===== config.mk =====
export PLATFORM = sky130hd
export DESIGN_NAME = channel_accumulator
export DESIGN_NICKNAME = d
export VERILOG_FILES = /design/src/rtl/channel_accumulator.sv
export SDC_FILE = /design/constraint.sdc
export NUM_CORES = 1
export LEC_CHECK = 0
export BUFFER_PORTS_ARGS = -buffer_cell sky130_fd_sc_hd__buf_2
export CORE_MARGIN = 2
export CORE_UTILIZATION = 65
export DETAILED_ROUTE_END_ITERATION = 10
export GPL_ROUTABILITY_DRIVEN = 0
export GPL_TIMING_DRIVEN = 0
export PLACE_DENSITY = 0.95
export SETUP_SLACK_MARGIN = 0.05
export SLEW_MARGIN = 20
export SYNTH_ARGS = -nofsm -noshare
export SYNTH_HDL_FRONTEND = slang
export SYNTH_SLANG_ARGS = --single-unit

===== constraint.sdc =====
create_clock -name clk -period 5.6 [get_ports clk]
set_input_delay 0.84 -clock clk [delete_from_list [all_inputs] [get_ports clk]]
set_output_delay 0.84 -clock clk [all_outputs]
set_load 0.02 [all_outputs]

===== src/rtl/channel_accumulator.sv =====
// Integrate-and-dump accumulator for one tracking channel: chip-signed I/Q products are
// summed with saturation over a code epoch and latched on dump behind a valid/ready readout.
module channel_accumulator #(
  parameter int IN_W  = 5,
  parameter int ACC_W = 20,
  parameter int CNT_W = 16
) (
  input  logic                    clk,
  input  logic                    reset_n,
  input  logic                    chan_en,
  input  logic                    sample_en,
  input  logic signed [IN_W-1:0]  sin_product,
  input  logic signed [IN_W-1:0]  cos_product,
  input  logic                    code_chip,
  input  logic                    dump,
  input  logic                    out_ready,
  output logic                    out_valid,
  output logic signed [ACC_W-1:0] out_i,
  output logic signed [ACC_W-1:0] out_q,
  output logic [CNT_W-1:0]        out_cnt,
  output logic                    out_sat,
  output logic                    overrun
);

  localparam int SUM_W = ACC_W + 2;

  typedef logic signed [ACC_W:0]   term_t;
  typedef logic signed [ACC_W-1:0] acc_t;
  typedef logic signed [SUM_W-1:0] sum_t;

  typedef struct packed {
    acc_t val;
    logic clamped;
  } sat_res_t;

  localparam sum_t SUM_MAX = {3'b000, {(ACC_W-1){1'b1}}};
  localparam sum_t SUM_MIN = {3'b111, {(ACC_W-1){1'b0}}};
  localparam acc_t ACC_MAX = {1'b0, {(ACC_W-1){1'b1}}};
  localparam acc_t ACC_MIN = {1'b1, {(ACC_W-1){1'b0}}};

  // Sign-extend one bit beyond the accumulator so negating the most negative input is exact.
  function automatic term_t make_term(input logic signed [IN_W-1:0] x, input logic neg);
    term_t ext;
    ext = {{(ACC_W+1-IN_W){x[IN_W-1]}}, x};
    return neg ? -ext : ext;
  endfunction

  function automatic sat_res_t sat_add(input acc_t acc, input term_t t);
    sum_t     s;
    sat_res_t r;
    s = sum_t'(acc) + sum_t'(t);
    if (s > SUM_MAX)      r = '{val: ACC_MAX, clamped: 1'b1};
    else if (s < SUM_MIN) r = '{val: ACC_MIN, clamped: 1'b1};
    else                  r = '{val: acc_t'(s), clamped: 1'b0};
    return r;
  endfunction

  acc_t             acc_i, acc_q;
  logic [CNT_W-1:0] cnt;
  logic             sat;

  term_t            add_i, add_q;
  sat_res_t         nxt_i, nxt_q;
  logic [CNT_W-1:0] cnt_nxt;
  logic             clamp_any;

  // NOTE: every always_comb output gets a value on every path, so no latch is inferred.
  always_comb begin
    add_i     = '0;
    add_q     = '0;
    if (sample_en) begin
      add_i = make_term(cos_product, code_chip);
      add_q = make_term(sin_product, code_chip);
    end
    nxt_i     = sat_add(acc_i, add_i);
    nxt_q     = sat_add(acc_q, add_q);
    cnt_nxt   = (sample_en && cnt != '1) ? cnt + 1'b1 : cnt;
    clamp_any = nxt_i.clamped | nxt_q.clamped;
  end

  // NOTE: state uses non-blocking assignments so every register samples pre-edge values.
  always_ff @(posedge clk or negedge reset_n) begin
    if (!reset_n) begin
      acc_i     <= '0;
      acc_q     <= '0;
      cnt       <= '0;
      sat       <= 1'b0;
      out_valid <= 1'b0;
      out_i     <= '0;
      out_q     <= '0;
      out_cnt   <= '0;
      out_sat   <= 1'b0;
      overrun   <= 1'b0;
    end else begin
      overrun <= 1'b0;
      if (out_valid && out_ready) out_valid <= 1'b0;

      if (!chan_en) begin
        acc_i <= '0;
        acc_q <= '0;
        cnt   <= '0;
        sat   <= 1'b0;
      end else if (dump) begin
        // A sample arriving with the dump belongs to the epoch being closed.
        out_i     <= nxt_i.val;
        out_q     <= nxt_q.val;
        out_cnt   <= cnt_nxt;
        out_sat   <= sat | clamp_any;
        out_valid <= 1'b1;
        overrun   <= out_valid & ~out_ready;
        acc_i     <= '0;
        acc_q     <= '0;
        cnt       <= '0;
        sat       <= 1'b0;
      end else if (sample_en) begin
        acc_i <= nxt_i.val;
        acc_q <= nxt_q.val;
        cnt   <= cnt_nxt;
        sat   <= sat | clamp_any;
      end
    end
  end

endmodule


# [Word-level counts from Yosys, hierarchy flattened]
# Cells that the tools add are included.
[classes] magnitude_cmp=4 n_addsub=5 reduce_logical=3 n_eq_ne=2 bitwise_logic=4 muxes=26
[ops] operator="2-to-1 mux 21 bit" n=8
[ops] operator="2-to-1 mux 20 bit" n=6
[ops] operator="2-to-1 mux 16 bit" n=4
[ops] operator="adder 20 x 21 -> 22 bit" n=2
[ops] operator="> comparator 22 x 20 -> 1 bit (second input constant)" n=2
[ops] operator="< comparator 22 x 20 -> 1 bit (second input constant)" n=2
[ops] operator="negator 5 -> 21 bit" n=2
[ops] operator="adder 16 x 1 -> 16 bit (second input constant)" n=1
[ops] operator="inequality test 16 bit (second input constant)" n=1
[ops] operator="2-to-1 mux 1 bit" n=8
[ops] operator="inequality test 3 x 1 -> 1 bit (second input constant)" n=1
[ops] operator="logical AND 1 bit" n=2
[ops] operator="OR 1 bit" n=2
[ops] operator="AND reduction 2 bit" n=1
[ops] operator="bitwise AND 1 bit" n=1
[ops] operator="NOT 1 bit" n=1
[totals] reg_bits=116 out_inout_bits=59 wordCells=54 in_bits=17

# [Depth between registers and ports, before layout]
# Gate-level depths: netlist of the first run.
[depth] word_depth=12 depth_mapped=18 ltp_nobuf=16

# [Worst setup path after synthesis of the first run]
# Ideal clock, no wire load.
[synth_timing] kind="input port to flip-flop" startpoint="input port code_chip" endpoint="register out_sat" t_arrival_ns=4.201 setup_ns=0.137 setup_slack_ns=1.261 t_required_ns=5.463 stages=16 n_path_buf=4 cell_sequence="clkbuf_1 > clkbuf_1 > clkbuf_1 > nand2_1 > a21boi_0 > ha_1 > buf_6 > a21o_1 > a221o_1 > a32oi_1 > o21ai_1 > o21ai_0 > and2_1 > mux2_2 > a211oi_2 > a21oi_1"
[synth_via] elab_chain_cells=8 word_cells_on_any_way=16 classes_between="2 x add/sub; 4 x order compare; 8 x mux; 2 x bitwise"
[synth_rtl] element="start, declared" line="14" rtl="input logic code_chip,"
[synth_rtl] element="2-to-1 mux 21 bit" line="45" rtl="return neg ? -ext : ext;"
[synth_rtl] element="2-to-1 mux 21 bit" line="71" rtl="if (sample_en) begin"
[synth_rtl] element="adder 20 x 21 -> 22 bit" line="51" rtl="s = sum_t'(acc) + sum_t'(t);"
[synth_rtl] element="< comparator 22 x 20 -> 1 bit" line="53" rtl="else if (s < SUM_MIN) r = '{val: ACC_MIN, clamped: 1'b1};"
[synth_rtl] element="2-to-1 mux 21 bit" line="53"
[synth_rtl] element="2-to-1 mux 21 bit" line="52" rtl="if (s > SUM_MAX) r = '{val: ACC_MAX, clamped: 1'b1};"
[synth_rtl] element="OR 1 bit *" line="78" rtl="clamp_any = nxt_i.clamped | nxt_q.clamped;"
[synth_rtl] element="OR 1 bit *" line="108" rtl="out_sat <= sat | clamp_any;"
[synth_rtl] element="end signal, assigned" line="108"
[synth_rtl] element="end, declared" line="21" rtl="output logic out_sat,"
# Every way passes the cells marked *; elsewhere a longest branch is shown, timed or not.
# A chain may end at the register's enable or synchronous reset.

# [Final worst setup path of the first run]
[layout_timing] startpoint="input port code_chip" endpoint="register out_q[16]"
[layout_via] elab_chain_cells=6 word_cells_on_any_way=7 classes_between="1 x add/sub; 2 x order compare; 4 x mux"
[layout_rtl] element="2-to-1 mux 21 bit *" line="45"
[layout_rtl] element="2-to-1 mux 21 bit *" line="71"
[layout_rtl] element="adder 20 x 21 -> 22 bit *" line="51"
[layout_rtl] element="< comparator 22 x 20 -> 1 bit" line="53"
[layout_rtl] element="2-to-1 mux 21 bit" line="53"
[layout_rtl] element="2-to-1 mux 21 bit *" line="52"
[layout_rtl] element="end signal, assigned" line="106" rtl="out_q <= nxt_q.val;"
[layout_rtl] element="end, declared" line="19" rtl="output logic signed [ACC_W-1:0] out_q,"
# Marks and branches as above.

==> reports/results.tsv, run 1 <==
metric	value	unit
Starting Density	0.668	
post-synthesis sequential area ratio	0.381	
pwr/cell area	329	mW/mm^2
Max Freq	187	MHz
H-tree levels	4	
Die H	112	um
commonest non-fill, non-tap cell in the layout	dfrtp_1	
first-pass GRT wire length	36.5	mm
antenna violation net count after detailed routing	0	
vias in the first global route	7371	
register area	0.00290	mm^2
Arr. time, crit path	5.68	ns
die span in x	112	um
Clock Pin Slew Worst Setup and Hold Paths	0.05	ns
CTS resizes	0	
# IOs	76	
Most used DFF post-synth	dfrtp_1	
Post-synth ARST share	1.00	
gr usage total	0.367	
hold slack	0.318	ns
final critical-path share of the clock period	0.956	
area grow syn2layout	16.5	%
most frequent cells in the layout	dfrtp_1 (116), a21oi_1 (102), nand2_1 (96)	
wire per inst	20.3	um
antenna cells	0	
Post-Route WL	22.8	mm
antenna violations before repair	0	
final slew viol count	0	
fin cells	1124	
peak fanout along the critical path	10	
routed via count	7535	
largest net degree at the start of global routing	76	
setup_tns	0	ns
maximum capacitance violations	0	
origin of the worst setup path	code_chip	
# Post-CTS Setup Buffers	0	
number of vias per cell	6.70	
average size of a mapped cell	8.73	um^2
Num Clock Sinks	116	
later-pin clock latency in the skew report	0.43	ns
min-delay worst type	input port to asynchronous set/reset pin	
initial DRC count	930	
TritonCTS Buffers	17	
Max transition margin	0.406	
cell count after placement	1093	
core footprint	0.0114	mm^2
Fillers	698	
endpoints failing hold	0	
Worst EP required	5.92	ns
critical path class	input port to register	
post-synthesis cell area	0.00763	mm^2
total power	0.00292	W
CTS tree	built	
drt pass-1 iters	7	
final setup violation count	0	
area taken by multi-input logic gates	0.00442	mm^2
fin crit period	5.36	ns
status	completed	
post-synthesis net count	946	
Post-synth EDFFs	0	
unrepaired setup endpoints after global routing	no	
CTS Buffer Depth	2	
num rows	39	
total grt overflow	0	
synth warn	0	
Startpoint Class	input port	
worst vdd ir	0.242	mV
DP HPWL	14.9	mm
DRC	0	
Die Area	0.0126	mm^2
Clock Root Buffer	clkbuf_16	
fraction of layout cells with a size suffix above 1	0.156	
Layout Skew	0.0118	ns
Post-CTS Hold Buffers	0	
Post-Syn Instances	874	
Reg2Reg Launch Point	acc_q[8]	
nets@finish	1041	
CP endpoint kind	register	
worst-margin pin slew	0.883	ns
Distinct cells, synth	71	
flops & latches, synth	116	
Leakage	4.20	nW
number of port buffers	75	
## routing by layer
| metal | share of wire | GRT usage | vias to the layer above |
|---|---|---|---|
| met4 | 0.056 | 0.215 | 0 |
| met1 | 0.38 | 0.458 | 3479 |
| met3 | 0.11 | 0.0999 | 134 |
| met2 | 0.45 | 0.578 | 607 |
| met5 | 0 | 0 | - |
| li1 | - | - | 3315 |
## through the flow
step,area (um^2),worst slack (ns),util
after floorplan,7630,1.26,-
after global placement,8180,0.296,0.716
after detailed placement,8210,0.222,0.719
after CTS,8880,0.524,0.778
after global routing,8880,0.0879,0.778
final,8880,0.245,0.778
## cell usage after synthesis, types with 3 or more instances
| cell type | n | area share |
|---|---|---|
| nor2b_1 | 14 | 0.011 |
| a21boi_0 | 15 | 0.015 |
| o21ai_2 | 4 | 0.0046 |
| dfrtp_1 | 116 | 0.38 |
| a31oi_1 | 15 | 0.012 |
| xor2_1 | 16 | 0.018 |
| inv_1 | 27 | 0.013 |
| o21ai_0 | 83 | 0.054 |
| a211oi_2 | 3 | 0.0049 |
| o21ai_1 | 9 | 0.0059 |
| and2_1 | 12 | 0.0098 |
| a221o_1 | 3 | 0.0039 |
| xnor2_1 | 32 | 0.037 |
| o21a_1 | 10 | 0.0098 |
| a21oi_1 | 102 | 0.067 |
| a211oi_1 | 4 | 0.0039 |
| buf_4 | 4 | 0.0039 |
| nand2_1 | 96 | 0.047 |
| buf_2 | 8 | 0.0053 |
| nand4_1 | 8 | 0.0066 |
| mux2i_1 | 3 | 0.0039 |
| nor2_1 | 71 | 0.035 |
| o21bai_1 | 5 | 0.0049 |
| o31ai_1 | 4 | 0.0039 |
| a21o_1 | 18 | 0.018 |
| or3_1 | 10 | 0.0082 |
| ha_1 | 53 | 0.087 |
| nand2b_1 | 17 | 0.014 |
| nand3_1 | 20 | 0.013 |
| clkbuf_1 | 27 | 0.013 |
| nor3_1 | 6 | 0.0039 |
| o211ai_1 | 6 | 0.0059 |
| buf_6 | 3 | 0.0044 |
| and3_1 | 5 | 0.0041 |
## worst max-delay path, cell delays in order
cell,delay [ns]
buf_2,0.10
clkbuf_1,0.36
clkbuf_1,0.42
clkbuf_1,0.42
nand2_1,0.11
a21boi_0,0.65
ha_1,0.46
nand3_1,0.18
a211oi_1,0.09
nor3_2,0.43
a31oi_1,0.26
o311ai_2,0.39
nand2_1,0.16
a21boi_2,0.26
buf_4,0.25
a21oi_1,0.09
o21ai_0,0.21
## path summary, 6_finish.rpt
check	slack (ns)	end	cells past startpoint
max	0.24	out_q[16]	17
min	0.32	cnt[6]	1
max reg2reg	2.37	out_q[16]	11
min reg2reg	0.47	out_q[12]	2
max in group asynchronous	4.59	out_q[2]	2
min in group clk	0.47	out_q[12]	2
## where the power goes
group          switching (W)  internal [W]  total [W]  leakage [nW]
Clock               0.000417      0.000824    0.00124         0.318
Sequential         0.0000531      0.000923   0.000976          1.52
Combinational       0.000469      0.000232   0.000701          2.36
## cell families after synthesis
kind of cell             count (synthesis)  share of synthesized area
adder cells (fa/ha/maj)                 55                     0.0922
XOR/XNOR                                48                     0.0551
multiplexers                             4                    0.00541
buffers and inverters                   69                     0.0402
flip-flops                             116                      0.381
AO/OA/AOI/OAI                          313                      0.262
AND/OR/NAND/NOR                        269                      0.165
## final cells by class
cell class | count | share of cell area
clock buffers | 20 | 0.0526
clock inverters | 11 | 0.0225
inverters | 27 | 0.0114
well taps | 143 | 0.0201
multi-input cells | 689 | 0.497
flip-flops and latches | 116 | 0.327
plain buffers | 42 | 0.0231
repair buffers | 76 | 0.0461
## sequential cells by signal, indices dropped and copies added (netlist names), 16 cells and up
signal   flops
cnt         16
out_cnt     16
acc_q       20
out_i       20
out_q       20
acc_i       20
(Power assumes the default switching activity.)
==> run 2, diff against run 1 <==
--- a/config.mk
+++ b/config.mk
@@ -5,13 +5,13 @@
 export SDC_FILE = /design/constraint.sdc
 export NUM_CORES = 1
 export LEC_CHECK = 0
-export BUFFER_PORTS_ARGS = -buffer_cell sky130_fd_sc_hd__buf_2
 export CORE_MARGIN = 2
 export CORE_UTILIZATION = 65
 export DETAILED_ROUTE_END_ITERATION = 10
+export DONT_BUFFER_PORTS = 1
 export GPL_ROUTABILITY_DRIVEN = 0
 export GPL_TIMING_DRIVEN = 0
-export PLACE_DENSITY = 0.95
+export PLACE_DENSITY = 0.91
 export SETUP_SLACK_MARGIN = 0.05
 export SLEW_MARGIN = 20
 export SYNTH_ARGS = -nofsm -noshare
==> run 2 against run 1 <==
Worst hold slack lost 0.22 ns. First-iteration DRC count fell by 8.7%. Clock skew fell by 0.0025 ns. Clock power down 16%. Via count is 9.6% lower. Sequential power is 9.6% higher. Flip-flop and latch count stayed put. Setup slack gained 0.34 ns. Critical path depth is 1 lower. Critical path type unchanged. Largest power group is now sequential cells.
==> reports/results.tsv, run 2 (synthesized netlist as in run 1, its figures left out) <==
metric	value	unit	change
Clock Root Buffer	clkbuf_16		
worst vdd ir	0.268	mV	+11%
Max transition margin	0.417		+0.0113
total grt overflow	0		unchanged
later-pin clock latency in the skew report	0.43	ns	about the same
Max Freq	199	MHz	+6.8%
Num Clock Sinks	116		unchanged
final slew viol count	0		unchanged
Post-CTS Hold Buffers	0		unchanged
most frequent cells in the layout	dfrtp_1 (116), a21oi_1 (102), nand2_1 (96)		
critical path class	input port to register		
CTS resizes	0		unchanged
area grow syn2layout	9.66	%	
final setup violation count	0		unchanged
CTS Buffer Depth	2		unchanged
Fillers	834		+19%
Starting Density	0.668		unchanged
Worst EP required	5.94	ns	+0.02 ns
wire per inst	19.8	um	-2.3%
core footprint	0.0114	mm^2	unchanged
Clock Pin Slew Worst Setup and Hold Paths	0.06	ns	about the same
largest net degree at the start of global routing	117		+54%
CP endpoint kind	register		
fraction of layout cells with a size suffix above 1	0.0851		-0.0709
Die H	112	um	unchanged
final critical-path share of the clock period	0.896		-0.0605
vias in the first global route	6805		-7.7%
drt pass-1 iters	5		-2
antenna violation net count after detailed routing	0		unchanged
H-tree levels	4		unchanged
Final WS setup	0.584	ns	+0.339 ns
# IOs	76		unchanged
Post-Route WL	20.8	mm	-8.9%
# Post-CTS Setup Buffers	0		unchanged
Die Area	0.0126	mm^2	unchanged
TritonCTS Buffers	17		unchanged
pwr/cell area	312	mW/mm^2	-5.1%
Arr. time, crit path	5.36	ns	-0.32 ns
first-pass GRT wire length	33.9	mm	-7.1%
unrepaired setup endpoints after global routing	no		
routed via count	6812		-9.6%
fin crit period	5.02	ns	-0.339 ns
peak fanout along the critical path	10		unchanged
Leakage	3.81	nW	-9.3%
min-delay worst type	input port to asynchronous set/reset pin		
pre-CTS setup slack	0.310	ns	+0.0881 ns
die span in x	112	um	unchanged
status	completed		
number of vias per cell	6.50		-3.0%
antenna cells	0		unchanged
initial DRC count	849		-8.7%
commonest non-fill, non-tap cell in the layout	dfrtp_1		
Layout Skew	0.00924	ns	-0.00252 ns
gr usage total	0.340		-0.0275
maximum capacitance violations	0		unchanged
Startpoint Class	input port		
antenna violations before repair	0		unchanged
CTS tree	built		
endpoints failing hold	0		unchanged
worst-margin pin slew	0.866	ns	-0.0168 ns
num rows	39		unchanged
setup_tns	0	ns	unchanged
DRC	0		unchanged
nets@finish	965		-7.3%
number of port buffers	0		-100%
DP HPWL	14.4	mm	-2.8%
==> run 2: cell count changes in the layout (fill, tap and decap cells not counted), sizes merged <==
cell / before / now
inv: 27 / 30
clkinv: 4 / 6
clkbuf: 47 / 46
bufinv: 5 / 1
buf: 91 / 15
==> run 2: worst paths after layout <==
kind	start	endpoint	slack, ns	depth (start not counted)
max in group asynchronous	reset_n	out_i[9]	5.34	0
worst max register to register	acc_i[0]	acc_i[9]	2.32	12
min in group clk	acc_q[13]	acc_q[13]	0.57	2
worst min-delay path	reset_n	out_cnt[3]	0.10	0
worst min register to register	acc_q[13]	acc_q[13]	0.57	2
worst max-delay path	code_chip	acc_q[1]	0.58	16
==> run 2: where the power goes <==
group / switching (W) / internal, W / leakage (nW)
Combinational: 0.000316 / 0.000179 / 2.01
Clock: 0.000409 / 0.000630 / 0.276
Sequential: 0.000152 / 0.000922 / 1.52
Total: 0.000876 / 0.00173 / 3.81
==> run 2: area by class of cell <==
cell class              count  area [um^2]  area share
multi-input cells         689         4420       0.528
flip-flops and latches    116         2900       0.347
clock buffers              19          453      0.0542
plain buffers              42          205      0.0245
well taps                 143          179      0.0214
clock inverters            12          105      0.0126
inverters                  27          101      0.0121
==> run 2: critical path, cell delays in order <==
cell,delay (ns)
clkbuf_1,0.34
clkbuf_1,0.42
clkbuf_1,0.41
nand2_1,0.11
a21boi_0,0.61
ha_1,0.44
nand3_1,0.17
a211oi_1,0.08
nor3_2,0.40
a31oi_1,0.24
o311ai_2,0.37
nand2_1,0.15
a21boi_2,0.26
buf_4,0.23
o21bai_1,0.10
a21oi_1,0.18
==> run 2: through the flow <==
| step | hold slack, ns | power [W] | std cells | utilization | area, um^2 |
|---|---|---|---|---|---|
| after CTS | 0.0935 | 0.00259 | 1048 | 0.732 | 8360 |
| final | 0.103 | 0.00261 | 1048 | 0.732 | 8360 |
| after detailed placement | 0.529 | 0.00156 | 1017 | 0.684 | 7800 |
| after global routing | 0.0863 | 0.00271 | 1048 | 0.732 | 8360 |
| after floorplan | 0.491 | 0.00143 | 874 | - | 7630 |
| after global placement | 0.513 | 0.00154 | 1017 | 0.684 | 7800 |
==> run 2: per-layer routing <==
layer | global-route usage | routed length (um) | up-vias
met1 | 0.424 | 8240 | 3242
met3 | 0.113 | 2130 | 68
met2 | 0.543 | 9680 | 358
met4 | 0.146 | 725 | 0
met5 | 0 | 0 | -
li1 | - | - | 3144
==> run 3, diff against run 2 <==
--- a/config.mk
+++ b/config.mk
@@ -5,13 +5,15 @@
 export SDC_FILE = /design/constraint.sdc
 export NUM_CORES = 1
 export LEC_CHECK = 0
+export BUFFER_PORTS_ARGS = -buffer_cell sky130_fd_sc_hd__buf_2
+export CELL_PAD_IN_SITES_DETAIL_PLACEMENT = 1
+export CELL_PAD_IN_SITES_GLOBAL_PLACEMENT = 1
 export CORE_MARGIN = 2
-export CORE_UTILIZATION = 65
+export CORE_UTILIZATION = 49
 export DETAILED_ROUTE_END_ITERATION = 10
-export DONT_BUFFER_PORTS = 1
 export GPL_ROUTABILITY_DRIVEN = 0
 export GPL_TIMING_DRIVEN = 0
-export PLACE_DENSITY = 0.91
+export PLACE_DENSITY = 0.95
 export SETUP_SLACK_MARGIN = 0.05
 export SLEW_MARGIN = 20
 export SYNTH_ARGS = -nofsm -noshare
==> run 3 against run 2 <==
Sequential power fell by 8%. Critical endpoint is now acc_i[12]. Core utilization down 15 points. Non-clock buffer count increased by 76. Sequential share of layout area is 2.2 points lower.
==> reports/results.tsv, run 3 (synthesized netlist as in run 1, its figures left out) <==
metric	value	unit	change
status	completed		
TritonCTS Buffers	17		unchanged
CP endpoint kind	register		
Post-Route WL	28.2	mm	+36%
largest net degree at the start of global routing	76		-35%
initial DRC count	490		-42%
Startpoint Class	input port		
later-pin clock latency in the skew report	0.44	ns	about the same
Arr. time, crit path	5.65	ns	+0.29 ns
Leakage	4.19	nW	+10%
antenna cells	0		unchanged
fin crit period	5.33	ns	+0.318 ns
R2R Setup Slk	2.13	ns	-0.19 ns
Die H	129	um	+15%
CP delay by family, top	compound AO/OA/AOI/OAI gates		
number of port buffers	75		+75
CTS tree	built		
peak fanout along the critical path	10		unchanged
worst-margin pin slew	0.929	ns	+0.0627 ns
antenna violations before repair	0		unchanged
Max Freq	187	MHz	-6.0%
Die Area	0.0166	mm^2	+31%
Layout Skew	0.0124	ns	+0.00318 ns
RR Endpoint	acc_i[12]		
CP peak stage delay	0.56	ns	-0.05 ns
Reg2Reg Launch Point	acc_i[0]		
first-pass GRT wire length	44.7	mm	+32%
most frequent cells in the layout	dfrtp_1 (116), a21oi_1 (102), nand2_1 (96)		
maximum capacitance violations	0		unchanged
final setup violation count	0		unchanged
Post-CTS Hold Buffers	0		unchanged
pwr/cell area	330	mW/mm^2	+5.8%
pre-CTS setup slack	-0.165	ns	-0.475 ns
critical path class	input port to register		
min-delay worst type	input port to asynchronous set/reset pin		
Worst Reg2Reg Path Length in Cells	12		unchanged
Clock Pin Slew Worst Setup and Hold Paths	0.06	ns	about the same
vias in the first global route	8153		+20%
DRC	0		unchanged
Num Clock Sinks	116		unchanged
worst vdd ir	0.221	mV	-18%
core footprint	0.0152	mm^2	+33%
critical path's slowest cell	a21boi_1		
Clock Root Buffer	clkbuf_16		
routed via count	7615		+12%
final critical-path share of the clock period	0.953		+0.0567
wire per inst	24.1	um	+22%
Starting Density	0.502		-0.166
Max transition margin	0.379		-0.0379
unrepaired setup endpoints after global routing	no		
nets@finish	1041		+7.9%
Worst EP required	5.92	ns	-0.02 ns
Final WS setup	0.266	ns	-0.318 ns
number of vias per cell	6.51		+0.13%
gr usage total	0.353		+0.0129
commonest non-fill, non-tap cell in the layout	dfrtp_1		
num rows	45		+15%
cell mode on critical path	clkbuf_1		
origin of the worst setup path	code_chip		
area grow syn2layout	17.0	%	
CTS Buffer Depth	2		unchanged
drt pass-1 iters	7		+2
total grt overflow	0		unchanged
final slew viol count	0		unchanged
die span in x	129	um	+15%
H-tree levels	4		unchanged
Fillers	1788		+110%
# IOs	76		unchanged
endpoints failing hold	0		unchanged
DP HPWL	18.4	mm	+27%
worst path cell trace	buf_2 -> clkbuf_1 -> clkbuf_1 -> clkbuf_1 -> nand2_1 -> a21boi_1 -> ha_1 -> buf_6 -> a21o_1 -> a221o_1 -> a32oi_1 -> o21ai_1 -> o21ai_0 -> nand2_1 -> o21ai_4 -> buf_6 -> o21ai_2 -> a21oi_1		
crit path buf inv count	6		+2
final core utilization	0.587		-0.146
fraction of layout cells with a size suffix above 1	0.157		+0.0717
antenna violation net count after detailed routing	0		unchanged
[run 3: layer usage]
metal	wire [um]	up-vias	track usage
met4	1240	0	0.170
met3	1970	132	0.0748
met1	11100	3788	0.425
li1	-	3312	-
met5	0	-	0
met2	13900	383	0.602
[run 3: repair_timing]
action | CTS | global route
setup endpoints to repair | 0 | 53
gates resized for setup | 0 | 5
buffers inserted | 0 | 0
endpoints found under the hold margin | 0 | 0
[run 3: per-stage QoR]
step                hold slack, ns  instance area [um^2]  setup TNS, ns  power (W)  std cells
floorplan                    0.491                  7630              0    0.00143        874
global placement             0.456                  8240        -0.0988    0.00164       1137
detailed placement           0.466                  8270          -3.56    0.00168       1138
CTS                          0.347                  8920              0    0.00291       1170
global route                 0.362                  8920              0    0.00303       1170
finish                       0.321                  8920              0    0.00294       1170
[run 3: how the worst max path moves through the flow]
stage | to | slack [ns] | cells past startpoint
2_1_floorplan | out_sat | 1.26 | 16
3_3_place_gp | acc_q[10] | -0.03 | 16
3_5_place_dp | acc_q[18] | -0.16 | 17
4_1_cts | out_q[18] | 0.09 | 17
5_1_grt | out_q[10] | 0.13 | 16
6_report | acc_i[12] | 0.27 | 18
[run 3: cell type report]
| cell class | instances | area (um^2) | area share |
|---|---|---|---|
| buffer | 42 | 205 | 0.0230 |
| clock buffer | 21 | 470 | 0.0527 |
| clock inverter | 11 | 175 | 0.0196 |
| inverter | 27 | 101 | 0.0114 |
| multi-input combinational | 689 | 4420 | 0.496 |
| sequential | 116 | 2900 | 0.325 |
| tap | 188 | 235 | 0.0264 |
| timing repair buffer | 76 | 409 | 0.0459 |
[run 3: report_power, final]
part           internal [W]  switching [W]
Combinational      0.000233       0.000502
Sequential         0.000923      0.0000581
Clock              0.000782       0.000442
[run 3: worst reg2reg max path, cell delays in order, from the launching register on]
cell and delay (ns):
dfrtp_1 0.34, ha_1 0.21, inv_1 0.07, fa_1 0.47, nor2b_4 0.17, o31ai_1 0.09, a31oi_1 0.47, a311oi_2 0.23
a211o_4 0.38, o21ai_4 0.30, buf_6 0.23, o21ai_2 0.11, a21oi_1 0.29
